<file path="src/rtl/if_fetch_unit_if.sv">
// Instruction-memory request/response bus between the fetch stage and imem.
// The fetch unit is the master; the memory answers with ack/rdata.
interface if_fetch_unit_if;
    logic        imem_req;
    logic [31:0] imem_addr;
    logic        imem_ack;
    logic [31:0] imem_rdata;

    modport master (
        output imem_req,
        output imem_addr,
        input  imem_ack,
        input  imem_rdata
    );

    modport slave (
        input  imem_req,
        input  imem_addr,
        output imem_ack,
        output imem_rdata
    );
endinterface

</file>
<file path="src/rtl/if_fetch_unit.sv">
// Instruction-fetch stage: holds the PC, fetches over a req/ack bus, buffers one
// instruction for IF/ID and handles redirects, including while a fetch is in flight.
module if_fetch_unit #(
    parameter logic [31:0] RESET_PC = 32'h0000_0000
) (
    input  logic              clk,
    input  logic              reset,
    input  logic              stall,
    input  logic              redirect,
    input  logic [31:0]       redirect_pc,
    if_fetch_unit_if.master   imem,
    output logic [31:0]       instruction,
    output logic [31:0]       PCp4,
    output logic              valid
);

    typedef enum logic {S_FETCH, S_DRAIN} state_t;

    state_t      r_state, w_state_next;
    logic [31:0] r_pc, w_pc_next;
    logic [31:0] r_pending, w_pending_next;
    logic [31:0] r_instr, w_instr_next;
    logic [31:0] r_pcp4, w_pcp4_next;
    logic        r_valid, w_valid_next;
    logic        w_req;
    logic        w_xfer;
    logic [31:0] w_target;
    logic [31:0] w_pc_plus4;

    assign w_target   = {redirect_pc[31:2], 2'b00};
    assign w_pc_plus4 = r_pc + 32'd4;

    always_comb begin
        w_state_next   = r_state;
        w_pc_next      = r_pc;
        w_pending_next = r_pending;
        w_instr_next   = r_instr;
        w_pcp4_next    = r_pcp4;
        w_valid_next   = r_valid;
        w_req          = 1'b0;

        // A held request with valid=1 implies stall=0, so valid clears next
        // cycle and the request stays asserted until acked.
        if (!reset) begin
            w_req = (r_state == S_DRAIN) ? 1'b1 : (!r_valid || !stall);
        end
        w_xfer = w_req && imem.imem_ack;

        case (r_state)
            S_FETCH: begin
                if (redirect) begin
                    w_valid_next = 1'b0;
                    if (w_req && !imem.imem_ack) begin
                        w_pending_next = w_target;
                        w_state_next   = S_DRAIN;
                    end else begin
                        w_pc_next = w_target;
                    end
                end else if (w_xfer) begin
                    w_instr_next = imem.imem_rdata;
                    w_pcp4_next  = w_pc_plus4;
                    w_valid_next = 1'b1;
                    w_pc_next    = w_pc_plus4;
                end else if (r_valid && !stall) begin
                    w_valid_next = 1'b0;
                end
            end
            S_DRAIN: begin
                // The stale response is dropped; a redirect landing on the ack
                // cycle is the newest target and wins.
                if (imem.imem_ack) begin
                    w_pc_next    = redirect ? w_target : r_pending;
                    w_state_next = S_FETCH;
                end else if (redirect) begin
                    w_pending_next = w_target;
                end
            end
        endcase
    end

    always_ff @(posedge clk) begin
        if (reset) begin
            r_state   <= S_FETCH;
            r_pc      <= RESET_PC;
            r_pending <= 32'h0;
            r_instr   <= 32'h0;
            r_pcp4    <= 32'h0;
            r_valid   <= 1'b0;
        end else begin
            r_state   <= w_state_next;
            r_pc      <= w_pc_next;
            r_pending <= w_pending_next;
            r_instr   <= w_instr_next;
            r_pcp4    <= w_pcp4_next;
            r_valid   <= w_valid_next;
        end
    end

    assign imem.imem_req  = w_req;
    assign imem.imem_addr = r_pc;
    assign instruction    = r_instr;
    assign PCp4           = r_pcp4;
    assign valid          = r_valid;

endmodule

</file>
<file path="src/flat_wrapper.sv">
// flat-port wrapper written by rule: the top's interface ports become plain ports
module if_fetch_unit_flat 
#(
    parameter logic [31:0] RESET_PC = 32'h0000_0000
)
  (clk, reset, stall, redirect, redirect_pc, instruction, PCp4, valid, imem_imem_req, imem_imem_addr, imem_imem_ack, imem_imem_rdata);
  if_fetch_unit_if imem_i ();
  input  logic clk;
  input  logic reset;
  input  logic stall;
  input  logic redirect;
  input  logic [31:0] redirect_pc;
  output logic [31:0] instruction;
  output logic [31:0] PCp4;
  output logic valid;
  output wire logic [$bits(imem_i.imem_req)-1:0] imem_imem_req;
  output wire logic [$bits(imem_i.imem_addr)-1:0] imem_imem_addr;
  input wire logic [$bits(imem_i.imem_ack)-1:0] imem_imem_ack;
  input wire logic [$bits(imem_i.imem_rdata)-1:0] imem_imem_rdata;
  assign imem_imem_req = imem_i.imem_req;
  assign imem_imem_addr = imem_i.imem_addr;
  assign imem_i.imem_ack = imem_imem_ack;
  assign imem_i.imem_rdata = imem_imem_rdata;
  if_fetch_unit #(.RESET_PC(RESET_PC)) u_core (.clk(clk), .reset(reset), .stall(stall), .redirect(redirect), .redirect_pc(redirect_pc), .imem(imem_i), .instruction(instruction), .PCp4(PCp4), .valid(valid));
endmodule
</file>
<file path="config.mk">
export PLATFORM = sky130hd
export DESIGN_NAME = if_fetch_unit_flat
export DESIGN_NICKNAME = d
export VERILOG_FILES = /design/src/rtl/if_fetch_unit_if.sv /design/src/rtl/if_fetch_unit.sv /design/src/flat_wrapper.sv
export SDC_FILE = /design/constraint.sdc
export NUM_CORES = 1
export LEC_CHECK = 0
export CAP_MARGIN = 20
export CORE_UTILIZATION = 49
export CTS_CLUSTER_DIAMETER = 30
export DETAILED_ROUTE_END_ITERATION = 7
export GPL_TIMING_DRIVEN = 0
export HOLD_SLACK_MARGIN = 0.08
export PLACE_DENSITY_LB_ADDON = 0.12
export SLEW_MARGIN = 5
export SYNTH_ARGS = -nofsm -noshare
export SYNTH_HDL_FRONTEND = slang
export SYNTH_SLANG_ARGS = --single-unit
</file>
<file path="constraint.sdc">
create_clock -name clk -period 2.4 [get_ports clk]
set_clock_uncertainty 0.05 [all_clocks]
set_input_delay 0.6 -clock clk [delete_from_list [all_inputs] [get_ports clk]]
set_output_delay 0.6 -clock clk [all_outputs]
set_load 0.05 [all_outputs]
</file>
---- Yosys cells after proc, flatten, opt, wreduce, memory -nomap -nowiden ----
Index checks and enable logic that the tools add are counted.
word-level totals
  register bits ........................... 130
  bits of input ports ..................... 69
cells by class
  add/sub/neg operators ................... 1
  equality and inequality tests ........... 6
  multiplexer cells ....................... 19
  bitwise gates (word level) .............. 2
  reduce and logical (&&, ||, !) cells .... 12
operators with widths
  operator                                                         count
  32-bit two-way mux                                               8
  32-bit case mux with 2 select lines                              2
  32-bit by 3-bit adder with 32-bit output, second input constant  1
  3-bit AND reduction                                              3
  1-bit two-way mux                                                8
  2-bit != test, second input constant                             3
  1-bit logical AND                                                3
  1-bit logical NOT                                                3
  3-bit by 2-bit != test with 1-bit output, second input constant  1
  3-bit != test, second input constant                             1
  3-bit nonzero test                                               1
  2-bit by 1-bit != test with 1-bit output, second input constant  1
  1-bit inverter                                                   2
  1-bit case mux with 2 select lines                               1
  2-bit AND reduction                                              1
  1-bit logical OR                                                 1

---- Logic depth before layout (Yosys ltp) ----
Gate-level depths: netlist (run 1).
  depth in word-level cells ............... 8
  depth in mapped cells ................... 8
  mapped depth without buffers ............ 6

---- Worst setup path before layout (run 1) ----
Ideal clock, no wire load.
  kind .................................... input to output
  start point ............................. input reset
  end point ............................... output imem_imem_req
  data arrival time ....................... 1.937 ns
  required time ........................... 1.750 ns
  slack ................................... -0.187 ns
  stages .................................. 4
  path through ............................ buf_2 -> buf_2 -> buf_1 -> a31oi_1
on the way
  cells in the longest elaborated chain, start to end .. 1
RTL lines
  what               line                 text
  start, declared    flat_wrapper.sv:9    input logic reset;
  1-bit two-way mux  if_fetch_unit.sv:44  if (!reset) begin
  end, declared      flat_wrapper.sv:16   output wire logic [$bits(imem_i.imem_req)-1:0] imem_imem_req;
Every way passes these cells.

---- Final worst setup path (run 1) ----
  start point ............................. input redirect
  end point ............................... register u_core.r_pc[28], in the netlist u_core.imem.imem_addr[28]
on the way
  cells in the longest elaborated chain, start to end .. 3
  elaborated cells on any way between the ends .. 7
RTL lines
  what                                 line                 text
  start, declared                      flat_wrapper.sv:11   input logic redirect;
  32-bit two-way mux                   --
  32-bit two-way mux                   if_fetch_unit.sv:71  if (imem.imem_ack) begin
  32-bit case mux with 2 select lines  if_fetch_unit.sv:49  case (r_state)
  end signal, assigned                 if_fetch_unit.sv:91  r_pc <= w_pc_next;
  end, declared                        if_fetch_unit.sv:20  logic [31:0] r_pc, w_pc_next;
Several ways; a longest one is shown, not always the timed one. The select of a mux whose other input is x is not followed.
A chain may end at the register's enable or synchronous reset.

==> results of run 1 <==
## state kept, by name, summed over array words and instances (netlist names)
signal	count
u_core.PCp4	32
u_core.r_pending	32
u_core.r_state	1
u_core.valid	1
u_core.instruction	32
u_core.imem.imem_addr	32
## layout by cell type (no fill, tap or decap), drive strengths merged, types with 6 or more instances in the layout
cell           Yosys  routed
dlymetal6s2s       0       9
a211oi            16      16
a21oi            122     122
nand2            175     175
inv                8       8
nand3             27      27
dfxtp            130     130
clkdlybuf4s50      0     141
nor2b              8       8
nor3              12      12
clkbuf            40      70
xnor2             16      16
and3              11      11
xor2              10      10
o21ai             48      48
a31oi              6       6
nand4             14      14
nor2              38      38
nor4               9       9
dlygate4sd2        0      11
buf               30      24
## report_power, final
group          switching [mW]  leakage, nW  internal [mW]
Sequential              0.100         1.06           2.26
Combinational           0.669         1.89          0.371
Clock                   0.966        0.304           1.79
Total                    1.74         3.26           4.43
## cells by family (layout without fill, tap and decap cells)
kind of cell               count (synthesis)  after routing  synth area share
xor gates and xnor gates                  26             26            0.0369
muxes                                      6              6           0.00994
AOI/OAI and AO/OA                        228            228             0.217
adders and majority gates                  1              1           0.00203
buffers and inverters                     79            272            0.0570
DFF                                      130            130             0.422
and+or+nand+nor                          320            320             0.255
## final cells by class
| cell class | count | share of cell area |
|---|---|---|
| buffer | 69 | 0.0398 |
| clock inverter | 8 | 0.0141 |
| multi-input combinational | 581 | 0.373 |
| tap | 168 | 0.0242 |
| clock buffer | 24 | 0.0588 |
| timing repair buffer | 162 | 0.187 |
| sequential | 130 | 0.299 |
| inverter | 9 | 0.00403 |
## per-stage QoR
step           instance area, µm²  total power [mW]  hold WS, ps  TNS, ps
6_report                     8700              6.16          402        0
3_5_place_dp                 8010              3.43          395   -45750
3_3_place_gp                 8010              3.42          391   -42710
2_1_floorplan                6180              3.00          386        0
4_1_cts                      8640              6.14          403        0
5_1_grt                      8700              6.34          414        0
## worst min-delay path: cells and delay by family (launching register included)
kind / cells / cell delay [ps]
DFF: 1 / 310
AOI/OAI and AO/OA: 1 / 50
and+or+nand+nor: 1 / 50
## final timing paths
path,startpoint,end,cells past startpoint
setup reg to reg,u_core.r_state$_SDFF_PP0_,u_core.imem.imem_addr[28]$_SDFFE_PP0P_,6
hold / removal,u_core.instruction[20]$_SDFFE_PP0P_,u_core.instruction[20]$_SDFFE_PP0P_,2
hold reg to reg,u_core.instruction[20]$_SDFFE_PP0P_,u_core.instruction[20]$_SDFFE_PP0P_,2
setup / recovery,redirect,u_core.imem.imem_addr[28]$_SDFFE_PP0P_,7
## repair_timing
item / CTS / global route
hold endpoints to repair: 0 / 0
resized for setup: 19 / 45
pin swaps: 0 / 0
endpoints found under the setup margin: 22 / 115
hold buffers: 0 / 0
## layer usage
layer	GRT usage	wire, µm
met5	0	0
met4	0.149	660
met3	0.0635	1930
met2	0.470	8980
met1	0.435	8670
==> metrics.md, run 1 <==
| Metric | Value |
|---|---|
| Status | finished clean |
| Most frequent cell after synthesis | nand2_1 |
| Initial DRT Pass Iterations | 7 |
| CTS H-tree depth | 4 |
| CP Capture Type | flop |
| All-Layer GR Usage | 0.315 |
| Filler instances | 1005 |
| Syn nets | 860 |
| Slew Viols, Final | 0 |
| Clk_lat worst skew | 430 ps |
| Mean routed wirelength per cell | 17.6 µm |
| Critical path required time | 2720 ps |
| First-pass GRT wire length | 31.4 mm |
| Slew headroom | 0.501 |
| Pwr dens | 708 nW/µm² |
| Num CTS Buffers | 17 |
| Max Freq | 417 MHz |
| Sink Count | 130 |
| Initial antenna violation count | 0 |
| Part of the Yosys area used for sequential elements | 0.422 |
| GPL Wtd Cong | 0.919 |
| Mean Syn Cell Area | 7.81 µm² |
| Period utilization | 0.999 |
| CP peak stage delay | 620 ps |
| Nets | 1040 |
| Final Critical Period | 2400 ps |
| Post-synth EDFFs | 0 |
| Die Y-Extent | 114 µm |
| Async S/R FF share, synth | 0 |
| Share of the synthesized area in the top cell type | 0.422 |
| # DRC | 0 |
| Vias/cell | 5.70 |
| Bufs and invs on worst path | 3 |
| Initial drt markers | 641 |
| Core ar. | 12200 µm² |
| Total wire length | 20.2 mm |
| Post-Place Cells | 1120 |
| Clk pin slew, worst setup/hold paths | 60 ps |
| HPWL Detailed | 14.4 mm |
| Area leader, netlist | dfxtp_1 |
| Synth area leaders | dfxtp_1 42%, nand2_1 11%, a21oi_1 9.9% |
| Largest net degree at the start of global routing | 17 |
| CTS tree | built |
| Synth Register Bits | 130 |
| Pleak | 3.26 nW |
| Unrepaired setup endpoints after global routing | no |
| Vias in the first global route | 5715 |
| ANT cells | 0 |
| Post-synthesis cell count | 790 |
| Critical path arrival | 2710 ps |
| Cell breakdown of the critical path | clkdlybuf4s50_1, clkbuf_1, clkbuf_2, nand2_1, a21oi_1, mux2i_1, nand3_1 |
| Synth top cells by count | 175 x nand2_1, 130 x dfxtp_1, 122 x a21oi_1, 48 x o21ai_0, 40 x clkbuf_1 |
| Seq. cell area | 2610 µm² |
| Endpoints failing hold | 0 |
| Die area | 13000 µm² |
| Post-Layout Cell Count | 1151 |
| Ratio of cells with drive above 1 in the final layout | 0.108 |
| Crit path kind | in -> reg |
| Final core occ | 0.715 |
| Pre-CTS setup slack | -558 ps |
| Die Span X | 114 µm |
| Family with the most delay on the worst path | buffers and inverters |
| Setup ws final | 1.95 ps |
| Maxcap violations | 0 |
| Root Buffer Master | clkbuf_16 |
| Area Overhead vs Synth | 41.1% |
| CP max stage cell | clkdlybuf4s50_1 |
| Post-Syn Area | 6170 µm² |
| CP Max Fanout | 10 |
| Yosys cell types | 65 |
| Post-route ant nets | 0 |
| Vias | 6555 |
| Ys flop type | dfxtp_1 |
| VDD IR max | 0.384 mV |
| Rows | 40 |
| I/O pin count | 167 |
| Clock buffer depth | 2 |
| Footprint of the multi-input gates | 3240 µm² |
| Post-CTS setup repair buffer count | 0 |
| Endpoints failing setup | 0 |
| Buffers on Ports | 162 |
| Hold WC Path Type | reg -> reg |
| Total congestion overflow | 0 |
| Starting Density | 0.507 |
| YS warnings | 0 |
| Register-to-register path setup slack | 30 ps |
| Least-Margin Pin Slew | 749 ps |
| Crit start category | input pin |
(Power assumes the default switching activity.)
==> inputs of run 2 (changes only) <==
ABC_AREA = 1   (was not set)
CORE_UTILIZATION = 48   (was 49)
==> run 2 against run 1 <==
Hold slack improved by 1.0 ps. Register-to-register slack gained 310 ps. Routed wire length fell by 9.6%. Power rose by 0.17%. Largest cell class unchanged. Clock power down 6%. Critical path depth is 6 lower. Sequential cell count unchanged. Count of clock-buffer cells in the layout fell by 3.
==> metrics.md, run 2 <==
| Metric | Value |
|---|---|
| Status | finished clean |
| Internal power | 4.38 mW (-1.1%) |
| ANT cells | 0 (unchanged) |
| Endpoints failing hold | 0 (unchanged) |
| Slew headroom | 0.587 (+0.0860) |
| Mean Syn Cell Area | 6.84 µm² (-12%) |
| Total congestion overflow | 0 (unchanged) |
| Root Buffer Master | clkbuf_16 |
| Buffers on Ports | 162 (unchanged) |
| Yosys cell types | 29 (-55%) |
| Ratio of cells with drive above 1 in the final layout | 0.0685 (-0.0394) |
| Clk_lat worst skew | 420 ps (about the same) |
| VDD IR max | 0.422 mV (+10%) |
| Sink Count | 130 (unchanged) |
| GPL Wtd Cong | 0.948 (+3.2%) |
| Nets | 1138 (+9.4%) |
| HPWL Detailed | 13.6 mm (-5.5%) |
| Total design power | 6.17 mW (+0.17%) |
| Clk pin slew, worst setup/hold paths | 50 ps (about the same) |
| Bufs and invs on worst path | 1 (-2) |
| All-Layer GR Usage | 0.287 (-0.0275) |
| Critical path arrival | 1720 ps (-990 ps) |
| Most frequent cell after synthesis | nand2_1 |
| Synth Register Bits | 130 (unchanged) |
| Post-Layout Cell Count | 1249 (+8.5%) |
| Worst r2r src | u_core.imem.imem_addr[2]$_SDFFE_PP0P_ |
| Final Critical Period | 2370 ps (-28.6 ps) |
| # DRC | 0 (unchanged) |
| Switching power total | 1.79 mW (+3.3%) |
| Vias | 6388 (-2.5%) |
| Post-Place Cells | 1217 (+8.7%) |
| Pleak | 3.59 nW (+10%) |
| Period utilization | 0.987 (-0.0119) |
| Worst hold start | u_core.r_pending[1]$_SDFFE_PP0P_ |
| Die Y-Extent | 114 µm (+0.19%) |
| Crit path kind | reg -> out |
| Total wire length | 18.3 mm (-9.6%) |
| Initial DRT Pass Iterations | 7 (unchanged) |
| CTS H-tree depth | 4 (unchanged) |
| Syn nets | 957 (+11%) |
| Endpoints failing setup | 0 (unchanged) |
| Die area | 13100 µm² (+0.38%) |
| Commonest non-fill, non-tap cell in the layout | nand2_1 |
| Placement Cell Area | 7900 µm² (-1.4%) |
| Part of the Yosys area used for sequential elements | 0.429 (+0.00714) |
| Sw frac | 0.291 (+0.00893) |
| Final core occ | 0.699 (-0.0163) |
| First-pass GRT wire length | 28.9 mm (-7.9%) |
| Setup ws final | 30.5 ps (+28.6 ps) |
| Hold WC Path Type | reg -> reg |
| Sequential share of power | 0.388 (+0.005) |
| Post-synthesis cell count | 887 (+12%) |
| Mean routed wirelength per cell | 14.7 µm (-17%) |
| YS warnings | 0 (unchanged) |
| Post-route ant nets | 0 (unchanged) |
| Synth area leaders | dfxtp_1 43%, nand2_1 16%, a21oi_1 6.8% |
| Post-Syn Area | 6070 µm² (-1.7%) |
| Crit start category | flop |
| Family with the most delay on the worst path | buffers and inverters |
| Vias in the first global route | 5693 (-0.38%) |
| CP Capture Type | output pin |
| Most frequent cells in the layout | 265 x nand2_1, 152 x clkdlybuf4s50_1, 130 x dfxtp_1, 108 x nor2_1, 82 x a21oi_1 |
| Area leader, netlist | dfxtp_1 |
| Cell breakdown of the critical path | clkdlybuf4s50_1 |
| Clock power share | 0.422 (-0.026) |
| Initial drt markers | 421 (-34%) |
| CP Max Fanout | 5 (-5) |
| Post-synth EDFFs | 0 (unchanged) |
| Pre-CTS setup slack | -360 ps (+198 ps) |
| CTS tree | built |
| Initial antenna violation count | 0 (unchanged) |
| Starting Density | 0.499 (-0.00844) |
| Post-Route Setup TNS | 0 ps (unchanged) |
| Share of the synthesized area in the top cell type | 0.429 (+0.00714) |
| Critical path required time | 1750 ps (-970 ps) |
| Slew Viols, Final | 0 (unchanged) |
| Least-Margin Pin Slew | 620 ps (-129 ps) |
| Critical Path Source | u_core.imem.imem_addr[3]$_SDFFE_PP0P_ |
| Pwr dens | 726 nW/µm² (+2.5%) |
| Ys flop type | dfxtp_1 |
| Unrepaired setup endpoints after global routing | no |
| I/O pin count | 167 (unchanged) |
| Core ar. | 12200 µm² (unchanged) |
| Rows | 40 (unchanged) |
| Clock buffer depth | 2 (unchanged) |
| Finished Cell Area | 8500 µm² (-2.3%) |
| Comb power frac | 0.190 (+0.021) |
| Largest net degree at the start of global routing | 17 (unchanged) |
| Vias/cell | 5.11 (-10%) |
| Maxcap violations | 0 (unchanged) |
| Max Freq | 422 MHz (+1.2%) |
| Num CTS Buffers | 17 (unchanged) |
| Synth top cells by count | 265 x nand2_1, 130 x dfxtp_1, 108 x nor2_1, 82 x a21oi_1, 62 x inv_1 |
| CP max stage cell | clkdlybuf4s50_1 |
| Area Overhead vs Synth | 40.2% |
| CP peak stage delay | 860 ps (+240 ps) |
| Async S/R FF share, synth | 0 (unchanged) |
| Die Span X | 114 µm (+0.19%) |
| Final hold slack | 403 ps (+1.04 ps) |
-- run 2: cell types whose count changed after synthesis, moves of 16 or more --
cell	before	now
nand2_1	175	265
nor2_1	35	108
inv_1	8	62
nor3_1	11	55
a21oi_1	122	82
a22o_1	0	22
o21ai_0	48	26
clkbuf_1	40	21
a211oi_1	16	0
o21a_1	1	17
-- run 2: worst paths after layout --
check	to	slack (ps)	depth (start not counted)
worst min-delay path	u_core.r_pending[1]$_SDFFE_PP0P_	400	2
worst max-delay path	imem_imem_addr[3]	30	1
worst max register to register	u_core.imem.imem_addr[18]$_SDFFE_PP0P_	340	8
worst min register to register	u_core.r_pending[1]$_SDFFE_PP0P_	400	2
-- run 2: timing repair --
action                     4_1_cts  5_1_grt
setup buffers                    0        0
setup endpoints to repair        3        8
hold buffers                     0        0
gates resized for setup          5        9
-- run 2: cells by family after synthesis --
| family | Yosys count | synth area share |
|---|---|---|
| XOR/XNOR | 13 | 0.0188 |
| flip-flops | 130 | 0.429 |
| AND/OR/NAND/NOR | 467 | 0.315 |
| adder cells (fa/ha/maj) | 1 | 0.00206 |
| buffers and inverters | 120 | 0.0844 |
| AO/OA/AOI/OAI | 156 | 0.151 |
-- run 2: per-layer routing --
metal  wire length [µm]  part of all wire  vias to the layer above  track usage
met2               8340              0.46                      261        0.452
met1               8210              0.45                     2879        0.384
met3               1450             0.079                       29       0.0625
li1                   -                 -                     3219            -
met5                  0                 0                        -            0
met4                295             0.016                        0        0.113
-- run 2: cell type report --
| class | count | area (µm²) |
|---|---|---|
| buffer | 53 | 260 |
| clock buffer | 21 | 460 |
| clock inverter | 11 | 135 |
| fill | 1069 | 3660 |
| inverter | 67 | 251 |
| multi-input combinational | 637 | 2950 |
| sequential | 130 | 2600 |
| tap | 168 | 210 |
| timing repair buffer | 162 | 1630 |
-- run 2: power groups by stage --
stage          logic [mW]  registers, mW  clock network (mW)
2_1_floorplan       0.424           2.73                   0
3_3_place_gp         1.15           2.44                   0
3_5_place_dp         1.16           2.44                   0
4_1_cts              1.16           2.39                2.63
5_1_grt              1.26           2.41                2.73
6_report             1.17           2.40                2.60
